### config.mk
export PLATFORM = sky130hd
export DESIGN_NAME = fb_scanout
export DESIGN_NICKNAME = d
export VERILOG_FILES = /design/src/rtl/fb_scanout.sv
export SDC_FILE = /design/constraint.sdc
export NUM_CORES = 1
export LEC_CHECK = 0
export BUFFER_PORTS_ARGS = -buffer_cell sky130_fd_sc_hd__buf_4
export CAP_MARGIN = 20
export CORE_ASPECT_RATIO = 1.1
export CORE_MARGIN = 5
export CORE_UTILIZATION = 50
export DETAILED_ROUTE_END_ITERATION = 10
export PLACE_DENSITY_LB_ADDON = 0.2
export SLEW_MARGIN = 40
export SYNTH_ARGS = -nofsm -noshare
export SYNTH_HDL_FRONTEND = slang
export SYNTH_SLANG_ARGS = --single-unit
### constraint.sdc
create_clock -name clk -period 3.1 [get_ports clk]
set_clock_uncertainty 0.15 [all_clocks]
set_input_delay 0.62 -clock clk [delete_from_list [all_inputs] [get_ports clk]]
set_output_delay 0.62 -clock clk [all_outputs]
set_load 0.02 [all_outputs]
### src/rtl/fb_scanout.sv
// fb_scanout: reads an H_RES x V_RES RGB frame raster-order from image memory and streams it out.
// Optional build macro FB_SCANOUT_SUM_EN adds frame_sum, a mod-2^24 sum of every transferred pixel.
module fb_scanout #(
  parameter int ADDR_W     = 20,
  parameter int H_RES      = 256,
  parameter int V_RES      = 256,
  parameter int FIFO_DEPTH = 4
) (
  input  logic              clk,
  input  logic              reset,
  input  logic              start,
  input  logic [ADDR_W-1:0] fb_base,
  output logic              busy,
  output logic              done,
  output logic [ADDR_W-1:0] mem_a,
  output logic              mem_rd,
  input  logic [23:0]       mem_q,
  output logic [23:0]       pix_data,
  output logic              pix_valid,
  input  logic              pix_ready,
  output logic              pix_sof,
  output logic              pix_eol
`ifdef FB_SCANOUT_SUM_EN
  ,
  output logic [23:0]       frame_sum
`endif
);

  localparam int TOTAL = H_RES * V_RES;
  localparam int IDX_W = $clog2(TOTAL + 1);
  localparam int COL_W = $clog2(H_RES + 1);
  localparam int PTR_W = (FIFO_DEPTH > 1) ? $clog2(FIFO_DEPTH) : 1;
  localparam int CNT_W = PTR_W + 1;

  typedef enum logic [1:0] {
    S_IDLE  = 2'd0,
    S_FETCH = 2'd1,
    S_DRAIN = 2'd2
  } state_t;

  state_t r_state;
  state_t w_state_next;

  logic [ADDR_W-1:0] r_mem_a;
  logic [IDX_W-1:0]  r_rd_idx;
  logic [COL_W-1:0]  r_col;
  logic [IDX_W-1:0]  r_px_idx;
  logic              r_inflight;
  logic              r_inflight_sof;
  logic              r_inflight_eol;
  logic              r_done;

  logic [25:0]       r_fifo [FIFO_DEPTH];
  logic [PTR_W-1:0]  r_wr_ptr;
  logic [PTR_W-1:0]  r_rd_ptr;
  logic [CNT_W-1:0]  r_count;

  logic              w_start_ok;
  logic [CNT_W:0]    w_occ;
  logic              w_issue;
  logic              w_last_rd;
  logic              w_push;
  logic              w_pop;
  logic              w_last_px;
  logic              w_valid;
  logic [25:0]       w_head;

  assign w_start_ok = (r_state == S_IDLE) && start;
  // A read is only issued when its data is guaranteed a FIFO slot one cycle later.
  assign w_occ      = {1'b0, r_count} + {{CNT_W{1'b0}}, r_inflight};
  assign w_issue    = (r_state == S_FETCH) && (w_occ < (CNT_W + 1)'(FIFO_DEPTH));
  assign w_last_rd  = w_issue && (r_rd_idx == IDX_W'(TOTAL - 1));
  assign w_push     = r_inflight;
  assign w_valid    = (r_count != '0);
  assign w_pop      = w_valid && pix_ready;
  assign w_last_px  = w_pop && (r_px_idx == IDX_W'(TOTAL - 1));
  assign w_head     = r_fifo[r_rd_ptr];

  always_ff @(posedge clk) begin
    if (reset) begin
      r_state <= S_IDLE;
    end else begin
      r_state <= w_state_next;
    end
  end

  always_comb begin
    w_state_next = r_state;
    busy         = 1'b1;
    case (r_state)
      S_IDLE: begin
        busy = 1'b0;
        if (start) begin
          w_state_next = S_FETCH;
        end
      end
      S_FETCH: begin
        if (w_last_rd) begin
          w_state_next = S_DRAIN;
        end
      end
      S_DRAIN: begin
        if (w_last_px) begin
          w_state_next = S_IDLE;
        end
      end
      default: begin
        w_state_next = S_IDLE;
        busy         = 1'b0;
      end
    endcase
  end

  always_ff @(posedge clk) begin
    if (reset) begin
      r_mem_a        <= '0;
      r_rd_idx       <= '0;
      r_col          <= '0;
      r_px_idx       <= '0;
      r_inflight     <= 1'b0;
      r_inflight_sof <= 1'b0;
      r_inflight_eol <= 1'b0;
      r_done         <= 1'b0;
      r_wr_ptr       <= '0;
      r_rd_ptr       <= '0;
      r_count        <= '0;
    end else begin
      r_done     <= w_last_px;
      r_inflight <= w_issue;
      if (w_start_ok) begin
        r_mem_a  <= fb_base;
        r_rd_idx <= '0;
        r_col    <= '0;
        r_px_idx <= '0;
      end else begin
        if (w_issue) begin
          r_mem_a  <= r_mem_a + ADDR_W'(1);
          r_rd_idx <= r_rd_idx + IDX_W'(1);
          r_col    <= (r_col == COL_W'(H_RES - 1)) ? '0 : r_col + COL_W'(1);
        end
        if (w_pop) begin
          r_px_idx <= r_px_idx + IDX_W'(1);
        end
      end
      // Frame markers travel with the read so they land in the FIFO beside their pixel.
      if (w_issue) begin
        r_inflight_sof <= (r_rd_idx == '0);
        r_inflight_eol <= (r_col == COL_W'(H_RES - 1));
      end
      if (w_push) begin
        r_wr_ptr <= r_wr_ptr + PTR_W'(1);
      end
      if (w_pop) begin
        r_rd_ptr <= r_rd_ptr + PTR_W'(1);
      end
      case ({w_push, w_pop})
        2'b10:   r_count <= r_count + CNT_W'(1);
        2'b01:   r_count <= r_count - CNT_W'(1);
        default: r_count <= r_count;
      endcase
    end
  end

  always_ff @(posedge clk) begin
    if (w_push) begin
      r_fifo[r_wr_ptr] <= {r_inflight_sof, r_inflight_eol, mem_q};
    end
  end

  assign mem_a     = r_mem_a;
  assign mem_rd    = w_issue;
  assign done      = r_done;
  assign pix_valid = w_valid;
  assign pix_data  = w_valid ? w_head[23:0] : 24'h0;
  assign pix_eol   = w_valid & w_head[24];
  assign pix_sof   = w_valid & w_head[25];

`ifdef FB_SCANOUT_SUM_EN
  logic [23:0] r_sum;

  always_ff @(posedge clk) begin
    if (reset || w_start_ok) begin
      r_sum <= 24'h0;
    end else if (w_pop) begin
      r_sum <= r_sum + pix_data;
    end
  end

  assign frame_sum = r_sum;
`endif

endmodule

### Yosys cells after proc, flatten, opt, wreduce, memory -nomap -nowiden

Memories as Yosys holds them, arrays and structs flattened. A register that Yosys moved wholly into a read port is not among the register bits.
Cells that the tools add are included.

* register bits: 76
* bits in writable memories: 104
* bits of input ports: 48
* memories kept: 1

* $add $sub $neg: 9
* magnitude comparators: 1
* eq/ne operators: 10
* multiplexer cells: 14
* bitwise gates (word level): 2
* reduce and logical (&&, ||, !) cells: 13

Memory list
* r_fifo: depth 4, width 26, rd ports 1, clocked after Yosys merged registers in 1, wr ports 1, line 53 `logic [25:0] r_fifo [FIFO_DEPTH];`

Operators with widths (count)
* $mux W20: 2
* $add A17 B1 Y17 const B: 2
* $eq A17 B16 Y1 const B: 2
* $mux W24: 1
* $add A20 B1 Y20 const B: 1
* $logic_not A17 Y1: 1
* $mux W2: 5
* $add A9 B1 Y9 const B: 1
* $eq A9 B8 Y1 const B: 1
* $mux W9: 1
* $ne A2 B2 Y1 const B: 3
* $pmux W2 S3: 1
* $pmux W3 S2: 1
* $logic_and A1 B1 Y1: 5
* $add A2 B1 Y2 const B: 2
* $add A3 B1 Y4: 1
* $eq A2 B1 Y1 const B: 2
* $eq A2 B2 Y1 const B: 2
* $lt A4 B3 Y1 const B: 1
* $reduce_bool A2 Y1: 2
* $reduce_or A2 Y1: 2
* $add A3 B1 Y3 const B: 1
* $mux W1: 3
* $reduce_and A3 Y1: 1
* other kinds (4): 5

### Logic depth before layout (Yosys ltp)

Gate-level depths: netlist of run 1.

* word-level depth: 6
* gate-level depth with buffers: 10

### Worst setup path before layout of run 1

OpenSTA, ideal clock, no wires.

* path type: input -> register
* start: input port pix_ready
* end: register r_count[2]
* data arrival time: 2.294 ns
* required time: 2.880 ns
* path slack: 0.586 ns
* stages on the path: 10
* buffers on the path: 2
* path through: o31ai_1 > buf_2 > inv_1 > buf_2 > ha_1 > inv_1 > fa_1 > xor2_1 > or3_1 > a21oi_1

* word-level cells in the longest chain between the ends: 3
* elaborated cells between the ends (all ways): 5
* classes of those cells: eq/ne: 2; mux: 1; reduce/logical: 2

RTL lines
* start, declared: line 20 `input logic pix_ready,`
* $logic_and A1 B1 Y1 *: line 75 `assign w_pop = w_valid && pix_ready;`
* via w_pop: line 63 `logic w_pop;`
* $eq A2 B1 Y1 / $eq A2 B2 Y1 (equally long branches): line 156 `case ({w_push, w_pop})`
* $pmux W3 S2 / $reduce_bool A2 Y1 (equally long branches)
* end signal, assigned: line 157 `2'b10: r_count <= r_count + CNT_W'(1);`
* end signal, assigned: line 158 `2'b01: r_count <= r_count - CNT_W'(1);`
* end signal, assigned: line 159 `default: r_count <= r_count;`
* end, declared: line 56 `logic [CNT_W-1:0] r_count;`

The timed path passes the listed nets; every way through them passes the cells marked *.
A chain may end at the register's enable or synchronous reset.

### Worst setup path in the final report of run 1

* start: register r_state[1]
* end: output port mem_rd

* word-level cells in the longest chain between the ends: 2

RTL lines
* start, declared: line 41 `state_t r_state;`
* start signal, assigned: line 83 `r_state <= w_state_next;`
* $eq A2 B1 Y1: line 71 `assign w_issue = (r_state == S_FETCH) && (w_occ < (CNT_W + 1)'(FIFO_DEPTH));`
* $logic_and A1 B1 Y1: line 71
* end, declared: line 16 `output logic mem_rd,`

Every way passes these cells.

==> flow_metrics.py, run 1 <==
metrics = {
    "final_layout": {
        "antennaDiodeCount": 0,
        "nets": 789,
        "seq_area_mm2": 0.00469,
        "multi_input_area_mm2": 0.00294,
        "filler_cell_count": 1220,
        "area_growth_pct": 19.9,
        "layout-drive-gt1-share_pct": 24.6,
    },
    "sta": {
        "final_max_slew_viol_count": 0,
        "worst_slew_pin_slew_ps": 762,
        "final-hold-violation-count": 0,
        "final.setup.tns_ps": 0,
        "whs_ps": 242,
        "rsz0062_at_grt": "false",
        "relSlewSlack_pct": 49.2,
        "timing.fmax_mhz": 354,
        "layout_min_cycle_time_ps": 2830,
        "finalSetupViolations": 0,
        "min_period_over_period_pct": 91.2,
    },
    "critical_path": {
        "worstPathArrival_ps": 2060,
        "worstPathRequired_ps": 2330,
        "cp-end-kind": "primary output",
        "start_kind": "flop",
        "critical_path_class": "flop to primary output",
        "cp_max_fo": 12,
        "crit-reg2reg-launch": "r_px_idx[0]",
        "critPathLaunch": "r_state[1]",
    },
    "power": {
        "vdd.ir_drop.worst_v": 0.000431,
        "p_per_area_mw_per_mm2": 756,
        "power_leakage_uw": 0.00327,
    },
    "global_route": {
        "antenna_found_initial": 0,
        "grt.total_usage_pct": 18.0,
        "grt_pass1_vias": 5325,
        "grt_pass1_wl_um": 26000,
        "grt-ovfl-total": 0,
        "grt_max_degree": 38,
    },
    "detailed_routing": {
        "drt-total-wl_um": 16100,
        "first_pass_iters": 4,
        "avgRoutedWirePerCell_um": 17.2,
        "drcViolationCount": 0,
        "vias_per_cell": 5.61,
        "ant_nets": 0,
        "vias": 5257,
        "drt_iter0_markers": 400,
    },
    "floorplan": {
        "ios": 98,
        "rows": 48,
        "die_h_um": 141,
        "chipWidth_um": 129,
        "start_util_pct": 50.4,
        "dieArea_mm2": 0.0183,
        "core-area_mm2": 0.0156,
    },
    "yosys": {
        "synth_top_area_share_pct": 39.8,
        "yosysMostFrequentCell": "edfxtp_1",
        "synth-main-ff-cell": "edfxtp_1",
        "synth.distinct_cells": 48,
        "synth_nets": 690,
        "netlist_instances": 625,
        "yosys-top-cells-area": "edfxtp_1 (40%), dfxtp_1 (20%), mux4_2 (7.5%), nor2_1 (2.9%), ha_1 (2.6%)",
        "synth_area_mm2": 0.00784,
        "synthArstFlopShare_pct": 0,
        "synth.cells.most_frequent": "edfxtp_1 (104), dfxtp_1 (78), nor2_1 (60)",
        "synth-edff-count": 104,
        "ys_ff_latch": 182,
        "synth-seq-area-share_pct": 59.8,
        "synth_area_per_cell_um2": 12.5,
        "yosysTopAreaCell": "edfxtp_1",
        "ys_warn_count": 0,
    },
    "placed_design": {
        "dpl.hpwl_um": 10800,
        "routabilityCongestion": 0.842,
        "io_buffers": 97,
    },
    "clock_network": {
        "clk_path_buf_depth": 2,
        "cts_hold_buf": 0,
        "cts_tree": "done",
        "clkSinkCount": 182,
        "cts-buffers-inserted": 17,
        "htreeDepth": 4,
        "root_buffer": "clkbuf_16",
        "clk_pin_slew_worst_paths_ps": 70,
        "worstSkewPairLatency_ps": 420,
        "post_cts_buffers": 0,
        "cts_resized": 0,
    },
    "hold_path": {
        "min_from": "mem_q[19]",
        "hold_path.class": "input pin to flop",
    },
    "status": {
        "status": "finished clean",
    },
    "run": {
        "maxCapViolations": 0,
    },
}
cell usage in the layout (no fill, tap or decap), types with 5 or more instances in the layout:
master | netlist | layout
nand4_1 | 21 | 21
and4_1 | 7 | 7
buf_4 | 1 | 109
o21ai_0 | 14 | 14
edfxtp_1 | 104 | 104
a211oi_1 | 9 | 9
and2_1 | 9 | 9
o31ai_1 | 10 | 10
inv_1 | 19 | 19
dfxtp_1 | 78 | 77
ha_1 | 16 | 16
mux4_2 | 26 | 26
nand2_1 | 32 | 32
nor2b_1 | 27 | 27
nand3_1 | 19 | 19
and3_1 | 8 | 8
clkinvlp_4 | 0 | 5
clkbuf_16 | 0 | 17
nor4_1 | 9 | 9
a21oi_1 | 23 | 23
or3_1 | 14 | 14
a311oi_1 | 10 | 10
xor2_1 | 19 | 19
nand2b_1 | 5 | 5
nor2_1 | 60 | 60
xnor2_1 | 14 | 14
or4_1 | 9 | 9
where the power goes:
| part | switching (uW) | internal [uW] | leakage (uW) |
|---|---|---|---|
| sequential | 191 | 2780 | 0.00158 |
| combinational | 1180 | 896 | 0.00143 |
| clock | 939 | 1130 | 0.000268 |
flip-flops by register name (all words and copies together) (netlist names), named ones only:
| name | flops |
|---|---|
| r_wr_ptr | 2 |
| r_state | 2 |
| r_rd_idx | 17 |
| r_fifo | 104 |
| mem_a | 20 |
| r_inflight_sof | 1 |
| r_inflight | 1 |
| r_col | 9 |
| r_inflight_eol | 1 |
| r_rd_ptr | 2 |
| r_px_idx | 17 |
| r_count | 3 |
| done | 1 |
final timing paths:
kind                                      end  slack [ps]  cells after the start
worst min register to register       r_col[8]         290                      2
worst max-delay path                   mem_rd         270                      5
worst max register to register     r_state[0]         530                      8
worst min-delay path            r_fifo[1][19]         240                      1
final cells by class:
type,instances,area share [%]
timing repair buffer,112,9.34
inverter,20,0.798
clock buffer,17,4.52
clock inverter,15,1.56
multi-input combinational,391,31.3
tap,200,2.66
sequential,182,49.8
cells by family (layout without fill, tap and decap cells):
family	Yosys count	in the layout	synth area share [%]
buffers and inverters	52	164	2.78
AND/OR/NAND/NOR	233	233	16.2
XOR/XNOR	33	33	3.69
adder cells (fa/ha/maj)	17	17	2.81
AO/OA/AOI/OAI	79	79	6.96
multiplexers	29	29	7.85
flip-flops	182	182	59.8
stage by stage:
stage	setup WS, ps	power (uW)	instances	utilization (%)	cell area (um2)
floorplan	586	4300	625	-	7840
global placement	655	5050	905	56.8	8830
detailed placement	525	5130	905	56.8	8830
CTS	275	7190	937	60.5	9400
global route	131	7490	937	60.5	9400
finish	273	7110	937	60.5	9400
metal layers:
| metal | global-route usage [%] | part of all wire, % | wire [um] |
|---|---|---|---|
| met3 | 5.91 | 6.8 | 1090 |
| met2 | 30.1 | 50 | 8000 |
| met1 | 22.2 | 42 | 6800 |
| met5 | 0 | 0 | 0 |
| met4 | 5.36 | 1.2 | 194 |
worst max-delay path: stages (launching register included):
cell and delay (ps):
dfxtp_1 330, inv_1 120, ha_1 460, nand2_2 270, inv_2 270, buf_4 190
Note: power is estimated with default switching activity, not from simulation.
==> run 2, diff against run 1 <==
--- a/config.mk
+++ b/config.mk
@@ -9,7 +9,7 @@
 export CAP_MARGIN = 20
 export CORE_ASPECT_RATIO = 1.1
 export CORE_MARGIN = 5
-export CORE_UTILIZATION = 50
+export CORE_UTILIZATION = 58
 export DETAILED_ROUTE_END_ITERATION = 10
 export PLACE_DENSITY_LB_ADDON = 0.2
 export SLEW_MARGIN = 40
==> run 2 against run 1 <==
- die area shrank 13%
- design area shrank 0.98%
- final cell count shrank 4.1%
- setup slack lost 36 ps
- sequential power is essentially flat
- combinational power is essentially flat
- clock power shrank 7%
- register-to-register slack gained 70 ps
- core utilization grew 10 points
- first-iteration DRC count shrank 29%
- maximum frequency shrank 1.2%
- worst hold slack gained 10 ps
- critical endpoint is now pix_data[22]
- largest cell class unchanged
- highest routed layer unchanged
==> flow_metrics.py, run 2 (synthesis results as in run 1) <==
metrics = {
    "status": {
        "status": "finished clean",
    },
    "hold_path": {
        "hold_path.class": "input pin to flop",
        "worstHoldPathCells": 1,
    },
    "detailed_routing": {
        "ant_nets": 0,
        "vias_per_cell": 5.80,
        "drt_iter0_markers": 285,
        "avgRoutedWirePerCell_um": 17.3,
        "first_pass_iters": 4,
        "drt-total-wl_um": 15500,
        "vias": 5215,
        "drcViolationCount": 0,
    },
    "final_layout": {
        "largest_reg_flops": 104,
        "utilization_pct": 70.5,
        "nets": 790,
        "area_growth_pct": 18.8,
        "filler_cell_count": 939,
        "top_register": "r_fifo",
        "antennaDiodeCount": 0,
        "fin_cells": 899,
        "final_common_cell": "buf_4",
        "layout-drive-gt1-share_pct": 24.4,
        "final_cell_mix": "buf_4 (111), edfxtp_1 (104), dfxtp_1 (77)",
    },
    "sta": {
        "final.setup.tns_ps": 0,
        "worst_slew_pin_slew_ps": 576,
        "final-hold-violation-count": 0,
        "rsz0062_at_grt": "false",
        "finalSetupViolations": 0,
        "layout_min_cycle_time_ps": 2860,
        "whs_ps": 253,
        "min_period_over_period_pct": 92.3,
        "timing.fmax_mhz": 349,
        "relSlewSlack_pct": 61.6,
        "final_max_slew_viol_count": 0,
    },
    "global_route": {
        "grt_pass1_wl_um": 25900,
        "grt-ovfl-total": 0,
        "grt_max_degree": 38,
        "grt_pass1_vias": 5305,
        "grt.total_usage_pct": 20.1,
        "antenna_found_initial": 0,
    },
    "floorplan": {
        "rows": 44,
        "start_util_pct": 59.3,
        "ios": 98,
        "dieArea_mm2": 0.0159,
        "chipWidth_um": 121,
        "die_h_um": 132,
        "core-area_mm2": 0.0132,
    },
    "power": {
        "p_comb_share_pct": 29.5,
        "p_seq_share_pct": 42.9,
        "power_leakage_uw": 0.00326,
        "swShare_pct": 32.4,
        "p_clk_share_pct": 27.6,
        "p_per_area_mw_per_mm2": 747,
        "vdd.ir_drop.worst_v": 0.000479,
        "internal_power_uw": 4710,
        "p_sw_uw": 2250,
    },
    "clock_network": {
        "htreeDepth": 4,
        "cts_resized": 0,
        "cts-buffers-inserted": 17,
        "cts_tree": "done",
        "clkSinkCount": 182,
        "clk_path_buf_depth": 2,
        "root_buffer": "clkbuf_16",
        "clk_pin_slew_worst_paths_ps": 60,
        "post_cts_buffers": 0,
        "cts_hold_buf": 0,
        "worstSkewPairLatency_ps": 420,
    },
    "placed_design": {
        "dpl.hpwl_um": 10600,
        "io_buffers": 97,
        "dp.cells": 867,
        "routabilityCongestion": 0.843,
    },
    "critical_path": {
        "cp_max_fo": 16,
        "r2r_cells": 8,
        "worstPathArrival_ps": 2090,
        "cp-end-kind": "primary output",
        "start_kind": "flop",
        "worstPathRequired_ps": 2330,
        "critical_path_class": "flop to primary output",
    },
    "run": {
        "maxCapViolations": 0,
    },
}
[run 2: cell count changes in the layout (fill, tap and decap cells not counted)]
cell | before | now
clkinvlp_4 | 5 | 2
inv_8 | 3 | 0
clkinv_4 | 1 | 5
clkinvlp_2 | 0 | 1
buf_4 | 109 | 111
buf_12 | 3 | 2
clkinv_1 | 0 | 2
bufinv_16 | 1 | 0
[run 2: worst paths after layout]
kind                       end   startpoint  slack, ps
hold reg to reg       r_col[8]     r_col[8]        290
setup / recovery  pix_data[22]         flop        240
setup reg to reg    r_state[1]  r_px_idx[0]        600
hold / removal    r_fifo[1][3]     mem_q[3]        250
[run 2: area by class of cell]
cell class                 instances  area [um2]  share of cell area (%)
multi-input combinational        391        2940                    31.6
timing repair buffer             113         873                    9.38
sequential                       182        4690                    50.3
tap                              161         201                    2.16
clock buffer                      17         425                    4.57
inverter                          20        75.1                   0.806
clock inverter                    15         108                    1.16
[run 2: stage by stage]
stage | instance area (um2) | power (uW) | setup WS [ps]
after floorplan | 7840 | 4300 | 586
after global placement | 8780 | 5040 | 659
after detailed placement | 8780 | 5110 | 619
after CTS | 9310 | 7040 | 186
after global routing | 9310 | 7330 | 114
final | 9310 | 6960 | 237
[run 2: worst max-delay path: stages, from the launching register on]
cell	delay [ps]
dfxtp_2	590
buf_12	240
mux4_2	530
nor2b_1	150
buf_4	170
[run 2: metal layers]
| layer | vias up | wire, um | share of wire (%) | GRT usage [%] |
|---|---|---|---|---|
| li1 | 2540 | - | - | - |
| met1 | 2532 | 6590 | 42 | 25.6 |
| met2 | 125 | 7970 | 51 | 33.9 |
| met3 | 18 | 732 | 4.7 | 5.11 |
| met4 | 0 | 233 | 1.5 | 5.86 |
| met5 | - | 0 | 0 | 0 |
[run 2: power by group through the flow]
stage               clock network [uW]  logic (uW)  registers, uW
finish                            1920        2050           2980
detailed placement                   0        2070           3030
global placement                     0        2020           3020
floorplan                            0        1270           3030
global route                      2070        2240           3010
CTS                               1960        2090           2980
